===== src/rtl/length_counter_multi.sv =====
// Multi-channel PSG length counter: per-channel load/trigger/decrement with
// registered active flags that gate each channel's sample stream.
module length_counter_multi #(
    parameter int unsigned       NUM_CH    = 4,
    parameter int unsigned       SHORT_W   = 6,
    parameter int unsigned       LONG_W    = 8,
    parameter logic [NUM_CH-1:0] LONG_MASK = 4'b0100,
    parameter int unsigned       SAMPLE_W  = 24,
    localparam int unsigned      CH_W      = (NUM_CH > 1) ? $clog2(NUM_CH) : 1
) (
    input  logic                         clock,
    input  logic                         reset,
    input  logic                         tick_256,
    input  logic                         wr_en,
    input  logic [CH_W-1:0]              wr_ch,
    input  logic                         wr_len_valid,
    input  logic [LONG_W-1:0]            wr_len,
    input  logic                         wr_len_en_valid,
    input  logic                         wr_len_en,
    input  logic                         wr_trigger,
    input  logic [NUM_CH-1:0]            dac_off,
    input  logic [NUM_CH*SAMPLE_W-1:0]   sample_in,
    output logic [NUM_CH-1:0]            active,
    output logic [NUM_CH*SAMPLE_W-1:0]   sample_out
);

    localparam int unsigned CNT_W = LONG_W + 1;

    logic [CNT_W-1:0]          cnt_q [NUM_CH];
    logic [CNT_W-1:0]          cnt_d [NUM_CH];
    logic [NUM_CH-1:0]         len_en_q, len_en_d;
    logic [NUM_CH-1:0]         active_q, active_d;
    logic [NUM_CH*SAMPLE_W-1:0] sample_q, sample_d;

    // 2^Wc for channel ch; also the value a zero length write loads.
    function automatic logic [CNT_W-1:0] full_len(int unsigned ch);
        return LONG_MASK[ch] ? (CNT_W'(1) << LONG_W) : (CNT_W'(1) << SHORT_W);
    endfunction

    always_comb begin
        len_en_d = len_en_q;
        active_d = active_q;
        sample_d = '0;
        for (int i = 0; i < NUM_CH; i++) begin
            cnt_d[i] = cnt_q[i];
            // A write to this channel masks any coincident tick for it only.
            if (wr_en && (wr_ch == CH_W'(i))) begin
                if (wr_len_valid) begin
                    cnt_d[i] = full_len(i) - (CNT_W'(wr_len) & (full_len(i) - CNT_W'(1)));
                end
                if (wr_trigger) begin
                    if (!dac_off[i]) begin
                        active_d[i] = 1'b1;
                    end
                    if (cnt_d[i] == '0) begin
                        cnt_d[i] = full_len(i);
                    end
                end
                if (wr_len_en_valid) begin
                    len_en_d[i] = wr_len_en;
                end
            end else if (tick_256 && len_en_q[i] && (cnt_q[i] != '0)) begin
                cnt_d[i] = cnt_q[i] - CNT_W'(1);
                if (cnt_q[i] == CNT_W'(1)) begin
                    active_d[i] = 1'b0;
                end
            end
            if (dac_off[i]) begin
                active_d[i] = 1'b0;
            end
            sample_d[i*SAMPLE_W +: SAMPLE_W] =
                active_q[i] ? sample_in[i*SAMPLE_W +: SAMPLE_W] : '0;
        end
    end

    always_ff @(posedge clock or negedge reset) begin
        if (!reset) begin
            for (int i = 0; i < NUM_CH; i++) begin
                cnt_q[i] <= '0;
            end
            len_en_q <= '0;
            active_q <= '0;
            sample_q <= '0;
        end else begin
            for (int i = 0; i < NUM_CH; i++) begin
                cnt_q[i] <= cnt_d[i];
            end
            len_en_q <= len_en_d;
            active_q <= active_d;
            sample_q <= sample_d;
        end
    end

    assign active     = active_q;
    assign sample_out = sample_q;

endmodule

===== config.mk =====
export PLATFORM = sky130hd
export DESIGN_NAME = length_counter_multi
export DESIGN_NICKNAME = d
export VERILOG_FILES = /design/src/rtl/length_counter_multi.sv
export SDC_FILE = /design/constraint.sdc
export NUM_CORES = 1
export LEC_CHECK = 0
export CAP_MARGIN = 20
export CORE_ASPECT_RATIO = 0.8
export CORE_UTILIZATION = 35
export DETAILED_ROUTE_END_ITERATION = 6
export GPL_ROUTABILITY_DRIVEN = 1
export PLACE_DENSITY = 0.65
export REMOVE_ABC_BUFFERS = 1
export SLEW_MARGIN = 5
export SYNTH_ARGS = -nofsm -noshare
export SYNTH_HDL_FRONTEND = slang
export SYNTH_SLANG_ARGS = --single-unit

===== constraint.sdc =====
create_clock -name clock -period 3.7 [get_ports clock]
set_clock_uncertainty 0.05 [all_clocks]
set_input_delay 0.555 -clock clock [delete_from_list [all_inputs] [get_ports clock]]
set_output_delay 0.555 -clock clock [all_outputs]
set_load 0.01 [all_outputs]

* Yosys cells after proc, flatten, opt, wreduce, memory -nomap -nowiden
Cells that the tools add are included.
Cells by class: muxes and demuxes 45, $add $sub $neg 6, equality and inequality tests 11, reduce and logical (&&, ||, !) cells 41
Operator list (number):
- $mux 9 | 24
- $mux 24 | 4
- $eq 9x1->1 const B | 4
- $logic_not 9->1 | 4
- $reduce_bool 9->1 | 4
- $sub 9x1->9 const B | 4
- $reduce_bool 3->1 | 8
- $mux 1 | 17
- $logic_and 1x1->1 | 12
- $ne 3x3->1 const B | 4
- $reduce_and 3->1 | 4
- $sub 9x8->9 const A | 1
- $reduce_and 2->1 | 4
- $reduce_bool 2->1 | 4
- $sub 7x6->8 const A | 1
- $eq 2x2->1 const B | 2
- $eq 2x1->1 const B | 1
- $logic_not 2->1 | 1
Storage, ports and cells: word-level logic and storage cells 116, bits in registers 140, input port bits 118

* Depth between registers and ports, before layout
Gate-level depths: netlist (run 1).
depth in word-level cells 7, mapped depth 8, gate-level depth less buffers 8

* Worst setup path before layout (run 1)
OpenSTA, ideal clock, no wires.
path type input to register, start in wr_len[0], end reg cnt_q[6] (netlist bit), required time 3.584 ns, stages on the path 8, slack 1.678 ns, path buffers 0, arrival 1.906 ns, cells stage by stage inv_1 -> ha_1 -> nor3b_1 -> mux2_4 -> nand4_4 -> o2111a_1 -> a31oi_1 -> o311a_1
Between the ends: cells in the longest elaborated chain, start to end 7
Ends and longest elaborated chain:
- from (decl) | RTL line 17 | input logic [LONG_W-1:0] wr_len,
- $sub 7x6->8 * | RTL line 49 | cnt_d[i] = full_len(i) - (CNT_W'(wr_len) & (full_len(i) - CNT_W'(1)));
- $mux 9 * | RTL line 48 | if (wr_len_valid) begin
- $mux 9 * | RTL line 47 | if (wr_en && (wr_ch == CH_W'(i))) begin
- $logic_not 9->1 | RTL line 55 | if (cnt_d[i] == '0) begin
- $mux 9 | RTL line 55
- $mux 9 * | RTL line 51 | if (wr_trigger) begin
- $mux 9 * | RTL line 47
- to (signal, indexed assignment) | RTL line 86 | cnt_q[i] <= cnt_d[i];
- to (decl) | RTL line 29 | logic [CNT_W-1:0] cnt_q [NUM_CH];
Mark *: on every way between the ends. The rest lies on a longest branch, timed or not. The select of a mux whose other input is x is not followed. A chain may end at the register's enable or synchronous reset.

* Worst setup path after layout (run 1)
Ends and elaborated chain as after synthesis.

==> results of run 1 <==
[Yosys cell counts, types with 9 or more instances]
master and count:
a21oi_1 19, and2_1 99, clkbuf_1 12, dfrtp_1 140, ha_1 13, inv_1 15, nand2_1 31, nand3_1 15
nor2_1 41, nor3_1 10, o21ai_0 12, o21ai_1 9, o221ai_1 9, or3_1 9
[flip-flops by register name, summed over array words and instances, names as in the netlist]
name	flops
cnt_q	36
sample_out	96
active	4
len_en_q	4
[power breakdown]
group / internal (mW) / leakage, nW / switching, mW
Combinational: 0.416 / 1.78 / 0.471
Clock: 0.951 / 0.278 / 0.718
Sequential: 1.72 / 1.88 / 0.204
[worst max-delay path: stages]
cell and delay [ns]:
clkdlybuf4s50_1 0.68, inv_1 0.16, ha_1 0.43, nor3_1 0.43, a31oi_1 0.12, o2111a_1 0.27
a31oi_1 0.14, o311a_1 0.19
[cell families after synthesis]
kind of cell             synth area share (%)
AO/OA/AOI/OAI                            11.8
XOR/XNOR                                 1.15
adder cells (fa/ha/maj)                  2.68
buffers and inverters                    2.90
flip-flops                               57.7
multiplexers                             1.15
AND/OR/NAND/NOR                          22.6
[routing by layer]
metal / part of all wire (%) / vias up / wire, um
met2: 49 / 223 / 8600
met3: 7.9 / 24 / 1390
li1: - / 2359 / -
met1: 42 / 2478 / 7410
met4: 1.5 / 2 / 267
met5: 0.074 / - / 13
[path summary, 6_finish.rpt]
kind                            cells past startpoint  slack (ns)                       end             startpoint
worst max-delay path                                8        1.04      cnt_q[6]$_DFFE_PN0P_              wr_len[0]
worst min-delay path                                1        0.13     cnt_q[19]$_DFFE_PN0P_                  reset
min in group clock                                  1        0.44     cnt_q[35]$_DFFE_PN0P_  cnt_q[35]$_DFFE_PN0P_
worst max register to register                      8        1.47     cnt_q[23]$_DFFE_PN0P_  cnt_q[18]$_DFFE_PN0P_
max in group asynchronous                           2        2.64  sample_out[22]$_DFF_PN0_                  reset
worst min register to register                      1        0.44     cnt_q[35]$_DFFE_PN0P_  cnt_q[35]$_DFFE_PN0P_
[layout make-up]
| type | instances | area [sq um] | area share (%) |
|---|---|---|---|
| sequential | 140 | 3500 | 38.7 |
| multi-input combinational | 369 | 2390 | 26.5 |
| timing repair buffer | 224 | 2240 | 24.7 |
| clock buffer | 18 | 429 | 4.74 |
| tap | 220 | 275 | 3.04 |
| clock inverter | 14 | 149 | 1.65 |
| inverter | 16 | 60.1 | 0.664 |
[stage by stage]
stage               total power [mW]  setup slack, ns  cell area, sq um
finish                          4.48             1.04              9050
global route                    4.70            0.943              9050
CTS                             4.50             1.10              9050
detailed placement              2.81            0.640              8470
global placement                2.77            0.769              8470
floorplan                       2.39             1.66              5960
==> qor.yml, run 1 <==
global_route:
  grt_overflow: 0
  grtUsageMet3_pct: 5.59
  met1_usage_pct: 25.4
  grt_max_degree: 91
  antenna_found_initial: 1
  grt_use_met2_pct: 33.5
  top_usage_layer: "met2"
  grt_pass1_wl_um: 27400
  grtUsageTotal_pct: 20.3
  first_global_vias: 5081
finish:
  fillers: 1457
  drive_gt1_share_pct: 7.55
  utilization_pct: 54.0
  fin_cells: 1001
  final_cell_mix: "clkdlybuf4s50_1, dfrtp_1, and2_1"
  fin_nets: 899
  syn2layout_area_growth_pct: 49.0
  num_antenna_cells: 0
  final_common_cell: "clkdlybuf4s50_1"
timing:
  hold_violations: 0
  period_share_pct: 71.9
  max-slew-margin-rel_pct: 42.1
  fmax_mhz: 376
  drv_slew: 0
  period_needed_ns: 2.66
  fin_tns_setup_ns: 0
  tightest_slew_ns: 0.868
  setup_viol: 0
  rsz0062_at_grt: "no"
  hold_ws_ns: 0.130
setup_path:
  crit_type: "input port to register"
  end_kind: "register"
  required_ns: 4.01
  cp-start-kind: "input port"
  cp_max_fo: 7
  critPathArrivalTime_ns: 2.97
clock_tree:
  post_cts_resized: 0
  path_clk_slew_ns: 0.07
  cts_tree: "built"
  hold_buffers: 0
  insertion_delay_ns: 0.42
  cts-root-buf: "clkbuf_16"
  cts_setup_buffers: 0
  cts_inserted_buffers: 17
  cts_buffer_depth: 2
  clkSinkCount: 140
  h-tree-depth: 4
run_status:
  status: "finished clean"
detailed_routing:
  dr.pass1.iters: 6
  wl_um: 17700
  avgRoutedWirePerCell_um: 17.7
  vias: 5086
  ant_nets: 0
  drc: 0
  drt-vias-per-instance: 5.08
  drt_iter0_drc: 397
floorplanning:
  die_h_um: 120
  io_pins: 218
  core_area_sq_um: 16800
  row_count: 42
  die_x_um: 149
  die_area_sq_um: 17900
  initial_core_util_pct: 36.2
yosys:
  synth_top_area_cell: "dfrtp_1"
  yosysWarnings: 0
  synth.ff_latch_count: 140
  synth_top_area_share_pct: 57.7
  synth_ff_type: "dfrtp_1"
  yosysUniqueCellTypes: 71
  synth_edf_count: 0
  seq_area_frac_synth_pct: 57.7
  synth_area_leaders: "dfrtp_1, and2_1, ha_1"
  synthArstFlopShare_pct: 100
  netlist_area_sq_um: 6070
  avgSynthCellArea_sq_um: 11.2
  postSynthCellCount: 543
placement:
  numPortBuffers: 217
  dp_cells: 969
  gp_congestion: 0.915
  hpwl_um: 13000
power_and_ir_drop:
  power_density_nw_per_um2: 495
  power.leakage_nw: 3.94
  peakVddDrop_v: 0.000336
worst_hold_path:
  min_path_type: "input port to asynchronous set/reset pin"
flow_run:
  drv_cap: 0
No activity file was read; power rests on OpenSTA's default activity.
==> run 2, diff against run 1 <==
Clock period 3.7 ns to 2.6 ns, I/O delays scaled along.
==> run 2 against run 1 <==
Effect of this change: critical endpoint is now cnt_q[23]$_DFFE_PN0P_; register-to-register slack worse by 1.0 ns; core utilization up 1.1 points; highest routed layer unchanged; largest cell class unchanged; clock-buffer cell count stayed put.
==> qor.yml, run 2 (same netlist as run 1, synthesis figures left out) <==
finish:
  final_common_cell: "clkdlybuf4s50_1"  # unchanged
  fin_nets: 921  # was 899
  syn2layout_area_growth_pct: 52.1  # was 49.0%
  drive_gt1_share_pct: 9.96  # was 7.55%
  largest_reg_flops: 96  # unchanged
  num_antenna_cells: 0  # unchanged
  final_cell_mix: "clkdlybuf4s50_1, dfrtp_1, and2_1"  # unchanged
detailed_routing:
  ant_nets: 0  # unchanged
  wl_um: 17500  # was 17700 um
  avgRoutedWirePerCell_um: 17.2  # was 17.7 um
  vias: 5153  # was 5086
  drt-vias-per-instance: 5.04  # was 5.08
  dr.pass1.iters: 5  # was 6
  drc: 0  # unchanged
  drt_iter0_drc: 296  # was 397
setup_path:
  cp-start-kind: "register"  # was input port
  required_ns: 2.83  # was 4.01 ns
  crit_chain: "inv_1 > ha_1 > or4b_1 > o211ai_2 > nor2_1 > nand2_1 > o311ai_1 > o221ai_1"  # was clkdlybuf4s50_1 > inv_1 > ha_1 > nor3_1 > a31oi_1 > o2111a_1 > a31oi_1 > o311a_1
  crit_slowest_cell: "dfrtp_1"  # was clkdlybuf4s50_1
  crit_type: "register to register"  # was input port to register
  end_kind: "register"  # unchanged
  cp_max_fo: 5  # was 7
  cpPeakStageDelay_ns: 0.42  # was 0.68 ns
  critPathArrivalTime_ns: 2.41  # was 2.97 ns
timing:
  hold_violations: 0  # unchanged
  period_needed_ns: 2.17
  fin_tns_setup_ns: 0  # unchanged
  fin_ws_ns: 0.426  # was 1.04 ns
  fmax_mhz: 460
  tightest_slew_ns: 0.624  # was 0.868 ns
  period_share_pct: 83.6
  max-slew-margin-rel_pct: 58.4  # was 42.1%
  rsz0062_at_grt: "no"  # unchanged
  setup_viol: 0  # unchanged
  drv_slew: 0  # unchanged
clock_tree:
  post_cts_resized: 0  # unchanged
  h-tree-depth: 4  # unchanged
  insertion_delay_ns: 0.42  # about the same
  cts-root-buf: "clkbuf_16"  # unchanged
  clkSinkCount: 140  # unchanged
  path_clk_slew_ns: 0.06  # was 0.07 ns
  cts_inserted_buffers: 17  # unchanged
  cts_tree: "built"  # unchanged
  cts_buffer_depth: 2  # unchanged
worst_hold_path:
  min_path_type: "register to register"  # was input port to asynchronous set/reset pin
power_and_ir_drop:
  peakVddDrop_v: 0.000467  # was 0.000336 V
  power.leakage_nw: 4.06  # was 3.94 nW
  power_density_nw_per_um2: 699  # was 495 nW/um^2
global_route:
  antenna_found_initial: 1  # unchanged
  grt_overflow: 0  # unchanged
  first_global_vias: 5180  # was 5081
  grtUsageTotal_pct: 20.3  # about the same
  grt_pass1_wl_um: 27700  # was 27400 um
  grt_max_degree: 64  # was 91
placement:
  gp_congestion: 0.866  # was 0.915
  pre_cts_slack_ns: 0.0202  # was 0.640 ns
  hpwl_um: 13300  # was 13000 um
  numPortBuffers: 217  # unchanged
floorplanning:
  die_area_sq_um: 17900  # unchanged
  initial_core_util_pct: 36.2  # unchanged
  row_count: 42  # unchanged
  die_h_um: 120  # unchanged
  io_pins: 218  # unchanged
  core_area_sq_um: 16800  # unchanged
  die_x_um: 149  # unchanged
run_status:
  status: "finished clean"  # unchanged
flow_run:
  drv_cap: 0  # unchanged
[run 2: cell types whose count changed in the layout (fill, tap and decap cells not counted), sizes merged]
cell / before / now
buf: 8 / 29
dlygate4sd3: 0 / 1
bufinv: 1 / 2
clkinv: 3 / 2
[run 2: repair_timing]
item	CTS	global route
buffers inserted	0	0
hold buffers	1	0
endpoints found under the hold margin	58	0
[run 2: per-layer routing]
layer  track usage [%]  part of all wire [%]
met1              27.5                    45
met2              32.0                    46
met3              5.32                   7.0
met4              5.68                   1.5
met5                 0                 0.074
[run 2: worst max-delay path: cells and delay by family, from the launching register on]
kind / cells / cell delay [ns]
adder cells (fa/ha/maj): 1 / 0.20
AO/OA/AOI/OAI: 3 / 0.59
AND/OR/NAND/NOR: 3 / 0.70
flip-flops: 1 / 0.42
buffers and inverters: 1 / 0.09
[run 2: power by group]
group	total, mW	leakage [nW]	internal, mW	switching, mW
Clock	2.47	0.290	1.45	1.02
Combinational	1.26	1.89	0.610	0.654
Sequential	2.72	1.88	2.44	0.282
Total	6.46	4.06	4.50	1.95
[run 2: metrics by stage]
step / utilization [%] / hold slack (ns) / cell area (sq um) / total power [mW] / cells
global route: 55.1 / 0.447 / 9240 / 6.79 / 1023
finish: 55.1 / 0.440 / 9240 / 6.46 / 1023
detailed placement: 51.5 / 0.366 / 8630 / 4.00 / 990
floorplan: - / 0.0444 / 5960 / 3.41 / 525
CTS: 55.1 / 0.435 / 9240 / 6.50 / 1023
global placement: 51.5 / 0.361 / 8630 / 3.96 / 990
[run 2: final cells by class]
cell class	instances	area [sq um]
fill	1405	7520
clock inverter	14	173
timing repair buffer	246	2410
multi-input combinational	369	2390
inverter	16	60.1
tap	220	275
sequential	140	3500
clock buffer	18	429
[run 2: final timing paths]
| kind | from | end | slack [ns] | cells after the start |
|---|---|---|---|---|
| max reg2reg | cnt_q[18]$_DFFE_PN0P_ | cnt_q[23]$_DFFE_PN0P_ | 0.43 | 8 |
| min | cnt_q[35]$_DFFE_PN0P_ | cnt_q[35]$_DFFE_PN0P_ | 0.44 | 1 |
| max | cnt_q[18]$_DFFE_PN0P_ | cnt_q[23]$_DFFE_PN0P_ | 0.43 | 8 |
| min in group asynchronous | reset | cnt_q[19]$_DFFE_PN0P_ | 0.46 | 2 |
| max in group asynchronous | reset | sample_out[48]$_DFF_PN0_ | 1.33 | 3 |
| min reg2reg | cnt_q[35]$_DFFE_PN0P_ | cnt_q[35]$_DFFE_PN0P_ | 0.44 | 1 |
==> run 3, diff against run 2 <==
Settings changed: PLACE_DENSITY 0.65 to 0.68.
Clock period 2.6 ns to 1.97 ns, I/O delays scaled along.
==> run 3 against run 2 <==
Effect of this change: the flow now finishes with violations (negative setup slack); non-clock buffer count grew 63; clock power grew 28%; fmax grew 9.4%; final cell count grew 6.2%; routed wire length grew 4.8%; critical endpoint is now cnt_q[20]$_DFFE_PN0P_.
==> qor.yml, run 3 (same netlist as run 1, synthesis figures left out) <==
floorplanning:
  io_pins: 218  # unchanged
  row_count: 42  # unchanged
  die_area_sq_um: 17900  # unchanged
  core_area_sq_um: 16800  # unchanged
  initial_core_util_pct: 36.2  # unchanged
  die_h_um: 120  # unchanged
  die_x_um: 149  # unchanged
clock_tree:
  cts-root-buf: "clkbuf_16"  # unchanged
  cts_setup_buffers: 0  # unchanged
  h-tree-depth: 4  # unchanged
  path_clk_slew_ns: 0.07  # was 0.06 ns
  cts_buffer_depth: 2  # unchanged
  insertion_delay_ns: 0.42  # about the same
  clkSinkCount: 140  # unchanged
  cts_tree: "built"  # unchanged
  cts_inserted_buffers: 17  # unchanged
global_route:
  grt_pass1_wl_um: 29100  # was 27700 um
  grt_max_degree: 66  # was 64
  grtUsageTotal_pct: 21.3  # was 20.3%
  first_global_vias: 5512  # was 5180
  antenna_found_initial: 0  # was 1
  grt_overflow: 0  # unchanged
detailed_routing:
  vias: 5335  # was 5153
  wl_um: 18400  # was 17500 um
  drt_iter0_drc: 228  # was 296
  drc: 0  # unchanged
  dr.pass1.iters: 5  # unchanged
  drt-vias-per-instance: 4.91  # was 5.04
  ant_nets: 0  # unchanged
  avgRoutedWirePerCell_um: 16.9  # was 17.2 um
setup_path:
  rr_startpoint: "cnt_q[18]$_DFFE_PN0P_"  # unchanged
  ff2ff_path_depth: 8  # unchanged
  crit_chain: "inv_2 > ha_4 > or4b_4 > o211a_1 > nand2_1 > buf_4 > o22ai_1 > a31o_1"  # was inv_1 > ha_1 > or4b_1 > o211ai_2 > nor2_1 > nand2_1 > o311ai_1 > o221ai_1
  cpPeakStageDelay_ns: 0.48  # was 0.42 ns
  critPathArrivalTime_ns: 2.25  # was 2.41 ns
  end_kind: "register"  # unchanged
  cp-start-kind: "register"  # unchanged
  cp_top_family: "simple AND/OR/NAND/NOR gates"  # unchanged
  critical_path_buf_inv_count: 2  # was 1
  cp_max_fo: 3  # was 5
  crit_type: "register to register"  # unchanged
  required_ns: 2.23  # was 2.83 ns
  crit_slowest_cell: "or4b_4"  # was dfrtp_1
  reg2reg_slack_ns: -0.02  # was 0.43 ns
  r2r-end: "cnt_q[20]$_DFFE_PN0P_"  # was cnt_q[23]$_DFFE_PN0P_
timing:
  hold_ws_ns: 0.254  # was 0.440 ns
  max-slew-margin-rel_pct: 73.0  # was 58.4%
  period_share_pct: 101  # was 83.6%
  period_needed_ns: 1.99  # was 2.17 ns
  fin_ws_ns: -0.0174  # was 0.426 ns
  setup_viol: 3  # was 0
  rsz0062_at_grt: "yes"  # was no
  tightest_slew_ns: 0.402  # was 0.624 ns
  hold_violations: 0  # unchanged
  fmax_mhz: 503  # was 460 MHz
  drv_slew: 0  # unchanged
finish:
  final_cell_mix: "clkdlybuf4s50_1, dfrtp_1, and2_1"  # unchanged
  largest_reg_flops: 96  # unchanged
  drive_gt1_share_pct: 18.8  # was 9.96%
  fin_cells: 1086  # was 1023
  final_common_cell: "clkdlybuf4s50_1"  # unchanged
  final_cell_area_sq_um: 9830  # was 9240 sq um
  syn2layout_area_growth_pct: 61.8  # was 52.1%
  fin_nets: 984  # was 921
  num_antenna_cells: 0  # unchanged
  fillers: 1392  # was 1405
placement:
  dp_cells: 1053  # was 990
  hpwl_um: 13500  # was 13300 um
  numPortBuffers: 217  # unchanged
  pre_cts_slack_ns: -0.549  # was 0.0202 ns
  gp_congestion: 0.857  # was 0.866
  placed_area_sq_um: 9110  # was 8630 sq um
power_and_ir_drop:
  power_density_nw_per_um2: 921  # was 699 nW/um^2
  peakVddDrop_v: 0.000628  # was 0.000467 V
  power.total_mw: 9.05  # was 6.46 mW
  power.leakage_nw: 4.38  # was 4.06 nW
flow_run:
  drv_cap: 0  # unchanged
worst_hold_path:
  min_path_type: "input port to asynchronous set/reset pin"  # was register to register
run_status:
  status: "complete, but fails checks"  # was finished clean
  violations: "negative setup slack"
## run 3: area by class of cell
cell class	count	area, sq um	area share [%]
flip-flops and latches	140	3500	35.6
clock buffers	18	429	4.37
repair buffers	309	2900	29.5
clock inverters	14	148	1.50
well taps	220	275	2.80
inverters	16	60.1	0.611
multi-input cells	369	2510	25.6
## run 3: repair_timing
| item | CTS | global route |
|---|---|---|
| setup endpoints to repair | 3 | 19 |
| pin swaps | 1 | 7 |
| cloned | 0 | 0 |
| hold buffers | 1 | 0 |
| resized for setup | 3 | 27 |
| hold endpoints to repair | 25 | 0 |
## run 3: stage by stage
step	util [%]	TNS [ns]
final	58.6	-0.0275
after global routing	58.6	-0.391
after CTS	57.9	0
after detailed placement	54.4	-6.13
after global placement	54.4	-4.50
after floorplan	-	0
## run 3: power by group
part           internal, mW  switching, mW  total [mW]
registers              3.22          0.295        3.52
clock network          1.79           1.38        3.17
logic                  1.23           1.14        2.37
total                  6.24           2.82        9.05
## run 3: worst max-delay path by stage
stage / from / end / slack [ns] / cells past startpoint
6_report: cnt_q[18]$_DFFE_PN0P_ / cnt_q[20]$_DFFE_PN0P_ / -0.02 / 8
3_5_place_dp: wr_len[0] / cnt_q[33]$_DFFE_PN0P_ / -0.55 / 9
2_1_floorplan: cnt_q[27]$_DFFE_PN0P_ / cnt_q[33]$_DFFE_PN0P_ / 0.08 / 7
4_1_cts: cnt_q[15]$_DFFE_PN0P_ / cnt_q[10]$_DFFE_PN0P_ / 0.002 / 6
5_1_grt: cnt_q[18]$_DFFE_PN0P_ / cnt_q[25]$_DFFE_PN0P_ / -0.12 / 8
3_3_place_gp: wr_len[0] / cnt_q[6]$_DFFE_PN0P_ / -0.40 / 10
## run 3: layer usage
metal	GRT usage, %	part of all wire [%]
met1	27.5	43
met2	34.9	49
met3	5.10	6.3
met4	7.40	1.8
met5	0	0
